==> config.mk <==
export PLATFORM = sky130hd
export DESIGN_NAME = axis_downsize_arbiter
export DESIGN_NICKNAME = d
export VERILOG_FILES = /design/src/rtl/axis_downsize_arbiter.sv
export SDC_FILE = /design/constraint.sdc
export NUM_CORES = 1
export LEC_CHECK = 0
export ABC_AREA = 1
export CORE_AREA = 4 4 131 133
export CTS_BUF_LIST = sky130_fd_sc_hd__clkbuf_2
export DETAILED_ROUTE_END_ITERATION = 10
export DIE_AREA = 0 0 135 137
export PLACE_DENSITY = 0.69
export REMOVE_ABC_BUFFERS = 1
export SETUP_SLACK_MARGIN = 0.5
export SYNTH_ARGS = -nofsm -noshare
export SYNTH_HDL_FRONTEND = slang
export SYNTH_SLANG_ARGS = --single-unit
==> constraint.sdc <==
create_clock -name aclk -period 3.6 [get_ports aclk]
set_input_delay 0.54 -clock aclk [delete_from_list [all_inputs] [get_ports aclk]]
set_output_delay 0.54 -clock aclk [all_outputs]
set_load 0.005 [all_outputs]
==> src/rtl/axis_downsize_arbiter.sv <==
// Round-robin packet arbiter sharing one 2W-to-W downsizer; grant is held from first beat through tlast.
// Two cycles from an idle request to out_tvalid; inputs stall while the output register is full and undrained.
module axis_downsize_arbiter #(
  parameter int N  = 4,
  parameter int W  = 32,
  parameter int IW = $clog2(N)
) (
  input  logic              aclk,
  input  logic              areset,
  input  logic [N*2*W-1:0]  in_tdata,
  input  logic [N-1:0]      in_tvalid,
  input  logic [N-1:0]      in_tlast,
  output logic [N-1:0]      in_tready,
  output logic [2*W-1:0]    out_tdata,
  output logic              out_tlast,
  output logic [IW-1:0]     out_tid,
  output logic              out_tvalid,
  input  logic              out_tready
);

  typedef enum logic {IDLE, BUSY} state_t;

  state_t               state, state_nxt;
  logic [IW-1:0]        gnt, gnt_nxt;
  logic [IW-1:0]        ptr, ptr_nxt;
  logic [IW-1:0]        winner, cand;
  logic                 found;
  logic                 accept;
  logic                 out_free;
  logic [N-1:0][2*W-1:0] in_dat;
  logic [2*W-1:0]       sel_tdata;

  assign in_dat    = in_tdata;
  assign sel_tdata = in_dat[gnt];
  assign out_free  = ~out_tvalid | out_tready;

  // Search ptr+1, ptr+2, ... with wrap; the last-served requester ranks lowest.
  always_comb begin
    found  = 1'b0;
    winner = '0;
    cand   = '0;
    for (int k = 1; k <= N; k++) begin
      cand = IW'((int'(ptr) + k) % N);
      if (!found && in_tvalid[cand]) begin
        found  = 1'b1;
        winner = cand;
      end
    end
  end

  always_comb begin
    state_nxt = state;
    gnt_nxt   = gnt;
    ptr_nxt   = ptr;
    in_tready = '0;
    accept    = 1'b0;
    case (state)
      IDLE: begin
        if (found) begin
          gnt_nxt   = winner;
          state_nxt = BUSY;
        end
      end
      BUSY: begin
        in_tready[gnt] = out_free;
        accept         = in_tvalid[gnt] & out_free;
        if (accept && in_tlast[gnt]) begin
          ptr_nxt   = gnt;
          state_nxt = IDLE;
        end
      end
      default: state_nxt = IDLE;
    endcase
  end

  always_ff @(posedge aclk or posedge areset) begin
    if (areset) begin
      state      <= IDLE;
      gnt        <= '0;
      ptr        <= IW'(N - 1);
      out_tdata  <= '0;
      out_tlast  <= 1'b0;
      out_tid    <= '0;
      out_tvalid <= 1'b0;
    end else begin
      state <= state_nxt;
      gnt   <= gnt_nxt;
      ptr   <= ptr_nxt;
      if (accept) begin
        out_tdata  <= sel_tdata;
        out_tlast  <= in_tlast[gnt];
        out_tid    <= gnt;
        out_tvalid <= 1'b1;
      end else if (out_tready) begin
        out_tvalid <= 1'b0;
      end
    end
  end

endmodule

---- Word level (Yosys, flattened, before mapping) ----
Index checks and enable logic that the tools add are counted.
storage, ports and cells
  output and inout port bits .............. 72
  register bits after elaboration ......... 73
  word-level logic and storage cells ...... 64
  input bits .............................. 267
operators by class
  reductions and logical operators ........ 11
  bitwise gates (word level) .............. 5
  magnitude comparators ................... 6
  muxes and demuxes ....................... 31
  add/subtract/negate cells ............... 4
operators with widths
  kind                 count
  $bmux 64 s2          1
  $mux 64              1
  $mux 1               16
  $lt 2x3->1 const B   5
  $bmux 1 s2           6
  $mux 2               4
  $logic_and 1x1->1    5
  $add 2x1->2 const B  2
  $add 2x2->2 const B  2
  $and 4x4->4          1
  $mux 4               1
  $reduce_and 2->1     2
  $logic_not 1->1      3
  $demux 1 s2          1
  $ge 2x1->1 const B   1
  $not 1->1            2
  $pmux 1 s2           1
  $reduce_bool 2->1    1
  $and 1x1->1          1
  $or 1x1->1           1

---- Depth between registers and ports, before layout ----
Gate-level depths: netlist of the first run.
  depth after elaboration ................. 15
  depth in mapped cells ................... 12
  depth with buffers taken out ............ 11

---- Worst setup path after synthesis of the first run ----
Ideal clock, no wire load.
  path kind ............................... reg-to-reg
  from .................................... reg ptr[1]
  to ...................................... reg gnt[0]
  library setup time ...................... 117 ps
  arrival ................................. 1509 ps
  cell stages (with the launch flop) ...... 13
  required time ........................... 3483 ps
  clock period less this slack ............ 1626 ps
  path buffers ............................ 1
  path slack .............................. 1974 ps
  cell sequence ........................... dfstp_2 buf_2 inv_1 nand2_1 nand2_1 nand2_1 nand2_1 nor2_1 nand3_1 nand2_1 inv_1 nand3_1 nand2_1
between the ends
  word-level cells in the longest chain between the ends .. 14
  elaborated cells between the ends (all ways) .. 27
  classes of those cells .................. add/sub (4); mux (16); reduce/logical (7)
ends and longest elaborated chain
  item                               line  source
  from (decl)                        25    logic [IW-1:0] ptr, ptr_nxt;
  from (signal assigned)             80    ptr <= IW'(N - 1);
  from (signal assigned)             88    ptr <= ptr_nxt;
  $add 2x1->2                        43    cand = IW'((int'(ptr) + k) % N);
  $bmux 1 s2                         44    if (!found && in_tvalid[cand]) begin
  $mux 1 (not written as such)       44
  $mux 1                             44
  $logic_not 1->1                    44
  $logic_and 1x1->1                  44
  $mux 1                             44
  $logic_not 1->1                    44
  $logic_and 1x1->1                  44
  $mux 1                             44
  $logic_not 1->1                    44
  $logic_and 1x1->1                  44
  $mux 1                             44
  $reduce_and 2->1 (no source line)  --
  to (signal assigned)               87    gnt <= gnt_nxt;
  to (decl)                          24    logic [IW-1:0] gnt, gnt_nxt;
Parallel ways exist; a longest one is shown, timed or not. The select of a mux whose other input is x is not followed.
A chain may end at the register's enable or synchronous reset.

---- Final worst setup path of the first run ----
  from .................................... in out_tready
  to ...................................... out in_tready[1]
between the ends
  word-level cells in the longest chain between the ends .. 3
ends and longest elaborated chain
  item                          line  source
  from (decl)                   18    input logic out_tready
  $or 1x1->1                    35    assign out_free = ~out_tvalid | out_tready;
  $and 4x4->4 (no source line)  --
  $mux 4                        57    case (state)
  to (decl)                     13    output logic [N-1:0] in_tready,
Every way passes these cells.

==> key figures, run 1 <==
Run status
  • Status: finished clean

Setup path
  • Worst-path cell chain: clkdlybuf4s50_1 -> nor2_1 -> nor2_1 -> inv_1 -> nor3_1 -> clkdlybuf4s50_1
  • CP required: 3.06 ns
  • R2r setup slk: 1.48 ns
  • Reg2reg end: ptr[1]
  • Largest stage delay, worst path: 0.52 ns
  • Crit path max-delay family: buffers and inverters
  • Critical Path Fanout Max: 4
  • Critical Path End: in_tready[1]
  • R2r worst-path depth: 7
  • Worst Path Arrival: 2.01 ns
  • Critical Path End Type: output port
  • Worst setup path start: out_tready
  • Worst r2r src: gnt[0]
  • Slowest CP cell: clkdlybuf4s50_1
  • Startpoint types: input pin
  • Critical path class: in -> out
  • Crit path buf inv count: 3
  • Crit. path cell count: 6

STA
  • Crit share post-route: 70.8%
  • RSZ-0062 raised after global routing: false
  • Final slew viol count: 0
  • Worst-Margin Slew: 1.03 ns
  • Setup violations, final: 0
  • Fmax: 392 MHz
  • Rel. slew slack: 31.6%
  • Hold Fails Final Rpt: 0
  • Setup Skew: 0.0243 ns
  • Final min period: 2.55 ns

Synthesis
  • Commonest cells in the netlist: 371 x nand2_1, 71 x dfrtp_1, 71 x nand3_1
  • Mean post-synth cell area: 6.68 um2
  • Cell taking the most area after synthesis: dfrtp_1
  • Async set-reset flop share out of synthesis: 100%
  • Register area share after synthesis: 40.8%
  • Top_reg_cell synth: dfrtp_1
  • Count of unique library cells instantiated by Yosys: 20
  • Post-Syn Instances: 671
  • Post-synth EDFFs: 0
  • Yosys reg bits: 73
  • Synth warn: 0
  • Area fraction of the dominant cell type after synthesis: 39.7%
  • Netlist Area Pre-Place: 4480 um2
  • Synth top area cells: dfrtp_1 40%, nand2_1 31%, a22oi_1 11%
  • Most frequent cell after synthesis: nand2_1

Floorplan
  • I/O Pins: 339
  • Die Y: 137 um
  • Starting density of the core: 28.3%
  • Die area: 18500 um2
  • FP Rows: 46
  • Core area: 15800 um2
  • Die X: 135 um

Route
  • Avg WL per Cell: 15.4 um
  • Routed wire length: 18600 um
  • Top routing layer used: met4
  • Vias: 5502
  • Met1 wire length: 7300 um
  • Number of remaining DRC errors: 0
  • Vias per inst: 4.56
  • Drt first pass iters: 4
  • Met3 Routed Length: 1410 um
  • Residual antenna-violating net count after detailed routing: 0
  • Detailed Route Iter0 Violations: 263
  • WL met2: 9460 um

Clocking
  • CTS buffer count: 9
  • Setup Buffers After CTS: 0
  • CTS tree: built
  • CTS resizes: 0
  • H-tree levels: 3
  • Clock slew at reported path FFs: 0.17 ns
  • Root Buffer: clkbuf_2
  • Worst-Skew Late Latency: 0.53 ns
  • Hold Buf Count CTS: 0
  • Deepest clock path buffer count: 2
  • Clock sink total: 73

Layout
  • Nets: 1251
  • Layout cells sized above 1: 3.44%
  • Fill cell count: 1628
  • Area of the multi-input gates: 2410 um2
  • Layout area overhead: 81.1%
  • Cell area after layout: 8110 um2
  • FF/Latch Area: 1830 um2

Global route
  • Number of global-route vias before repair: 5541
  • First-pass GRT wire length: 28100 um
  • Pin count of the biggest net entering global routing: 71
  • Antenna violations before repair: 1
  • Overall routing resource usage: 19.3%
  • Congestion Overflow GR: 0

Power
  • P per Cell Area: 658 nW/um2
  • Peak VDD IR: 0.452 mV
  • P_leak: 3.65 nW
  • Final Power: 0.00533 W

Place
  • Gp weighted congestion: 0.810
  • Port bufs: 338
  • Post-DP HPWL: 14200 um
  • Area after DPL: 8030 um2

Min path
  • HP Class: reg -> reg

Job
  • Max-Cap Viols: 0
placed cells by master, fill, tap and decap left out, drive strengths merged, types with 2 or more instances in the layout:
cell | synthesis | routed
nand4 | 2 | 2
nand2 | 372 | 372
a22oi | 67 | 67
clkbuf | 11 | 11
o21ai | 9 | 9
clkinv | 0 | 4
nor2 | 9 | 9
nand3 | 71 | 71
diode | 0 | 2
buf | 33 | 8
inv | 18 | 17
nor3 | 3 | 3
clkdlybuf4s50 | 0 | 338
dfrtp | 71 | 71
dfstp | 2 | 2
tightest hold or removal path, stage by stage, from the launching register on:
cell,delay [ns]
dfrtp_1,0.38
nand2_1,0.05
nand2_1,0.05
routing by layer:
layer | global-route usage (%) | up-vias
met5 | 0 | -
met4 | 6.94 | 0
met3 | 5.88 | 26
met2 | 34.2 | 200
met1 | 22.0 | 2460
li1 | - | 2816
kinds of logic (layout without fill, tap and decap cells):
group           Yosys count  in the layout  synth area share (%)
simple gates            457            457                  40.5
buf+inv                  62            379                  5.95
flops                    73             73                  40.8
compound gates           79             79                  12.7
other cells               0              2                     0
sequential cells by signal (all words and copies together) (netlist names):
| name | count |
|---|---|
| ptr | 2 |
| out_tid | 2 |
| out_tvalid | 1 |
| out_tdata | 64 |
| out_tlast | 1 |
| gnt | 2 |
| state | 1 |
area by class of cell:
cell class,count,share of cell area (%)
antenna,2,0.0617
clock buffer,11,0.679
clock inverter,4,0.262
inverter,18,0.848
multi-input combinational,536,29.7
sequential,73,22.6
tap,216,3.33
timing repair buffer,346,42.6
through the flow:
step           setup WS (ns)  hold WS, ns  instances  util (%)  TNS (ns)
6_report                1.05        0.499       1206      51.2         0
5_1_grt                0.903        0.525       1206      51.2         0
4_1_cts                 1.00        0.501       1204      51.2         0
3_5_place_dp            1.06        0.464       1189      50.7         0
3_3_place_gp            1.08        0.461       1189      50.7         0
2_1_floorplan          -1.12        0.464        627         -    -57.93
where the power goes:
group	switching, W	total, W	internal (W)
Clock	0.000281	0.000369	0.0000883
Sequential	0.000232	0.00145	0.00121
Combinational	0.00190	0.00352	0.00162
Total	0.00241	0.00533	0.00292
worst min-delay path by stage:
| stage | from | to | slack, ns | cells after the start |
|---|---|---|---|---|
| after global placement | out_tdata[5] | out_tdata[5] | 0.46 | 2 |
| after global routing | out_tdata[29] | out_tdata[29] | 0.53 | 2 |
| after CTS | areset | out_tid[1] | 0.50 | 2 |
| after floorplan | state | state | 0.46 | 1 |
| after detailed placement | out_tdata[47] | out_tdata[47] | 0.46 | 2 |
| final | out_tdata[0] | out_tdata[0] | 0.50 | 2 |
Power figures use the tool's default switching activity.
==> run 2: changes to the inputs <==
--- a/config.mk
+++ b/config.mk
@@ -6,11 +6,11 @@
 export NUM_CORES = 1
 export LEC_CHECK = 0
 export ABC_AREA = 1
-export CORE_AREA = 4 4 131 133
+export CORE_AREA = 4 4 129 131
 export CTS_BUF_LIST = sky130_fd_sc_hd__clkbuf_2
 export DETAILED_ROUTE_END_ITERATION = 10
-export DIE_AREA = 0 0 135 137
-export PLACE_DENSITY = 0.69
+export DIE_AREA = 0 0 133 135
+export PLACE_DENSITY = 0.71
 export REMOVE_ABC_BUFFERS = 1
 export SETUP_SLACK_MARGIN = 0.5
 export SYNTH_ARGS = -nofsm -noshare
==> constraint.sdc (replaced) <==
create_clock -name aclk -period 2.4 [get_ports aclk]
set_input_delay 0.36 -clock aclk [delete_from_list [all_inputs] [get_ports aclk]]
set_output_delay 0.36 -clock aclk [all_outputs]
set_load 0.005 [all_outputs]
==> run 2 against run 1 <==
Against the previous run:
- cell count up 4.2%
- largest cell class unchanged
- utilization increased by 4.7 points
- combinational power up 69%
- non-clock buffer count rose by 50
- power up 66%
- critical endpoint is now out_tvalid
- die area shrank 2.9%
- highest routed layer unchanged
==> key figures, run 2 (synthesis gave the netlist of run 1 again) <==
Setup path
  • Worst Path Arrival: 2.52 ns
  • Slowest CP cell: dfrtp_1
  • Worst setup path start: out_tvalid
  • Critical Path End Type: register
  • Crit. path cell count: 15
  • Critical Path Fanout Max: 2
  • Critical path class: reg -> reg
  • Worst r2r src: out_tvalid
  • Largest stage delay, worst path: 0.40 ns
  • Worst-path cell chain: inv_2 -> buf_4 -> buf_6 -> buf_4 -> buf_4 -> buf_4 -> buf_4 -> buf_4 -> buf_4 -> buf_6 -> buf_6 -> buf_6 -> buf_6 -> buf_6 -> o21ai_2
  • Reg2reg end: out_tvalid
  • Startpoint types: register
  • Crit path top cell by count: buf_4
  • Critical Path End: out_tvalid
  • R2r worst-path depth: 15
  • Crit path max-delay family: buffers and inverters
  • CP required: 2.86 ns
  • R2r setup slk: 0.35 ns
  • Crit path buf inv count: 14

Global route
  • Antenna violations before repair: 1
  • Number of global-route vias before repair: 5613
  • Congestion Overflow GR: 0
  • Pin count of the biggest net entering global routing: 66
  • Overall routing resource usage: 20.5%
  • First-pass GRT wire length: 29300 um

Route
  • Detailed Route Iter0 Violations: 325
  • Vias: 5767
  • Vias per inst: 4.59
  • Drt first pass iters: 4
  • Residual antenna-violating net count after detailed routing: 0
  • Avg WL per Cell: 15.6 um
  • Number of remaining DRC errors: 0
  • Routed wire length: 19700 um

Clocking
  • Clock sink total: 73
  • CTS buffer count: 9
  • H-tree levels: 3
  • Deepest clock path buffer count: 2
  • CTS tree: built
  • Clock slew at reported path FFs: 0.20 ns
  • Worst-Skew Late Latency: 0.53 ns
  • Root Buffer: clkbuf_2

STA
  • Setup TNS: 0 ns
  • Setup Skew: 0.0180 ns
  • Crit share post-route: 85.6%
  • Rel. slew slack: 70.9%
  • Final min period: 2.05 ns
  • Hold Fails Final Rpt: 0
  • Worst-Margin Slew: 0.437 ns
  • Setup violations, final: 0
  • Fmax: 487 MHz
  • RSZ-0062 raised after global routing: true
  • Final slew viol count: 0

Place
  • Port bufs: 338
  • Area after DPL: 8100 um2
  • Gp weighted congestion: 0.815
  • Post-DP HPWL: 14600 um

Layout
  • Cell area after layout: 8730 um2
  • FF/Latch Area: 1830 um2
  • Layout cells sized above 1: 9.63%
  • Max reg flops: 64
  • Area of the multi-input gates: 2460 um2
  • Commonest cells after routing, fill and taps aside: 371 x nand2_1, 286 x clkdlybuf4s50_1, 71 x nand3_1
  • Fill cell count: 1472
  • Layout area overhead: 94.9%
  • Most common cell after layout, fill and taps aside: nand2_1
  • Nets: 1301
  • Biggest register: out_tdata

Floorplan
  • Core area: 15600 um2
  • Die Y: 135 um
  • FP Rows: 46
  • Die X: 133 um
  • Die area: 18000 um2
  • Starting density of the core: 28.7%
  • I/O Pins: 339

Power
  • P per Cell Area: 1020 nW/um2
  • P_sw: 0.00388 W
  • Combinational Power Share: 66.9%
  • Peak VDD IR: 0.584 mV
  • P_leak: 4.47 nW
  • Int Power: 0.00499 W
  • Sw frac: 43.8%
  • Clock Power Share: 8.8%
  • Flop pwr share: 24.2%

Run status
  • Status: finished clean

Min path
  • HP Class: in -> async

Job
  • Max-Cap Viols: 0
## run 2: cell type report
type,count,share of cell area [%]
diodes,3,0.0860
clock buffers,9,0.516
clock inverters,6,0.960
inverters,18,0.788
multi-input cells,536,28.2
flip-flops and latches,73,21.0
well taps,216,3.10
repair buffers,396,45.4
## run 2: layer usage
layer / GRT usage [%] / vias up / wire, um
li1: - / 2922 / -
met1: 23.8 / 2633 / 7790
met2: 36.9 / 190 / 10300
met3: 5.07 / 22 / 1210
met4: 6.64 / 0 / 351
met5: 0 / - / 0
## run 2: stage by stage
stage	setup WS (ns)	total power [W]	cells	hold WS, ns	util, %
2_1_floorplan	-2.32	0.00492	627	0.441	-
3_3_place_gp	0.259	0.00762	1193	0.461	51.9
3_5_place_dp	0.221	0.00769	1193	0.464	51.9
4_1_cts	0.374	0.00860	1222	0.000486	53.4
5_1_grt	0.254	0.00969	1257	0.00957	56.0
6_report	0.346	0.00888	1257	0.0691	56.0
## run 2: power groups by stage
stage / logic, W / clock network (W) / registers (W)
final: 0.00594 / 0.000784 / 0.00215
after floorplan: 0.00272 / 0 / 0.00220
after global placement: 0.00543 / 0 / 0.00219
after global routing: 0.00659 / 0.000875 / 0.00222
after detailed placement: 0.00548 / 0 / 0.00221
after CTS: 0.00559 / 0.000816 / 0.00219
## run 2: worst min-delay path by stage
stage / from / depth (start not counted) / slack [ns] / endpoint
after CTS: areset / 2 / 0.0005 / out_tid[0]
after global routing: areset / 2 / 0.01 / out_tid[1]
after global placement: out_tdata[9] / 2 / 0.46 / out_tdata[9]
after detailed placement: out_tdata[38] / 2 / 0.46 / out_tdata[38]
after floorplan: out_tready / 1 / 0.44 / out_tvalid
final: areset / 2 / 0.07 / out_tid[1]
## run 2: worst reg2reg max path, stage by stage, from the launching register on
cell,delay (ns)
dfrtp_1,0.40
inv_2,0.06
buf_4,0.13
buf_6,0.10
buf_4,0.12
buf_4,0.12
buf_4,0.12
buf_4,0.12
buf_4,0.12
buf_4,0.12
buf_6,0.10
buf_6,0.10
buf_6,0.10
buf_6,0.10
buf_6,0.10
o21ai_2,0.10
## run 2: timing repair
action,in CTS,in global routing
pin swaps,1,5
resized for setup,31,57
endpoints found under the setup margin,14,54
setup buffers,14,32
hold buffers,0,0
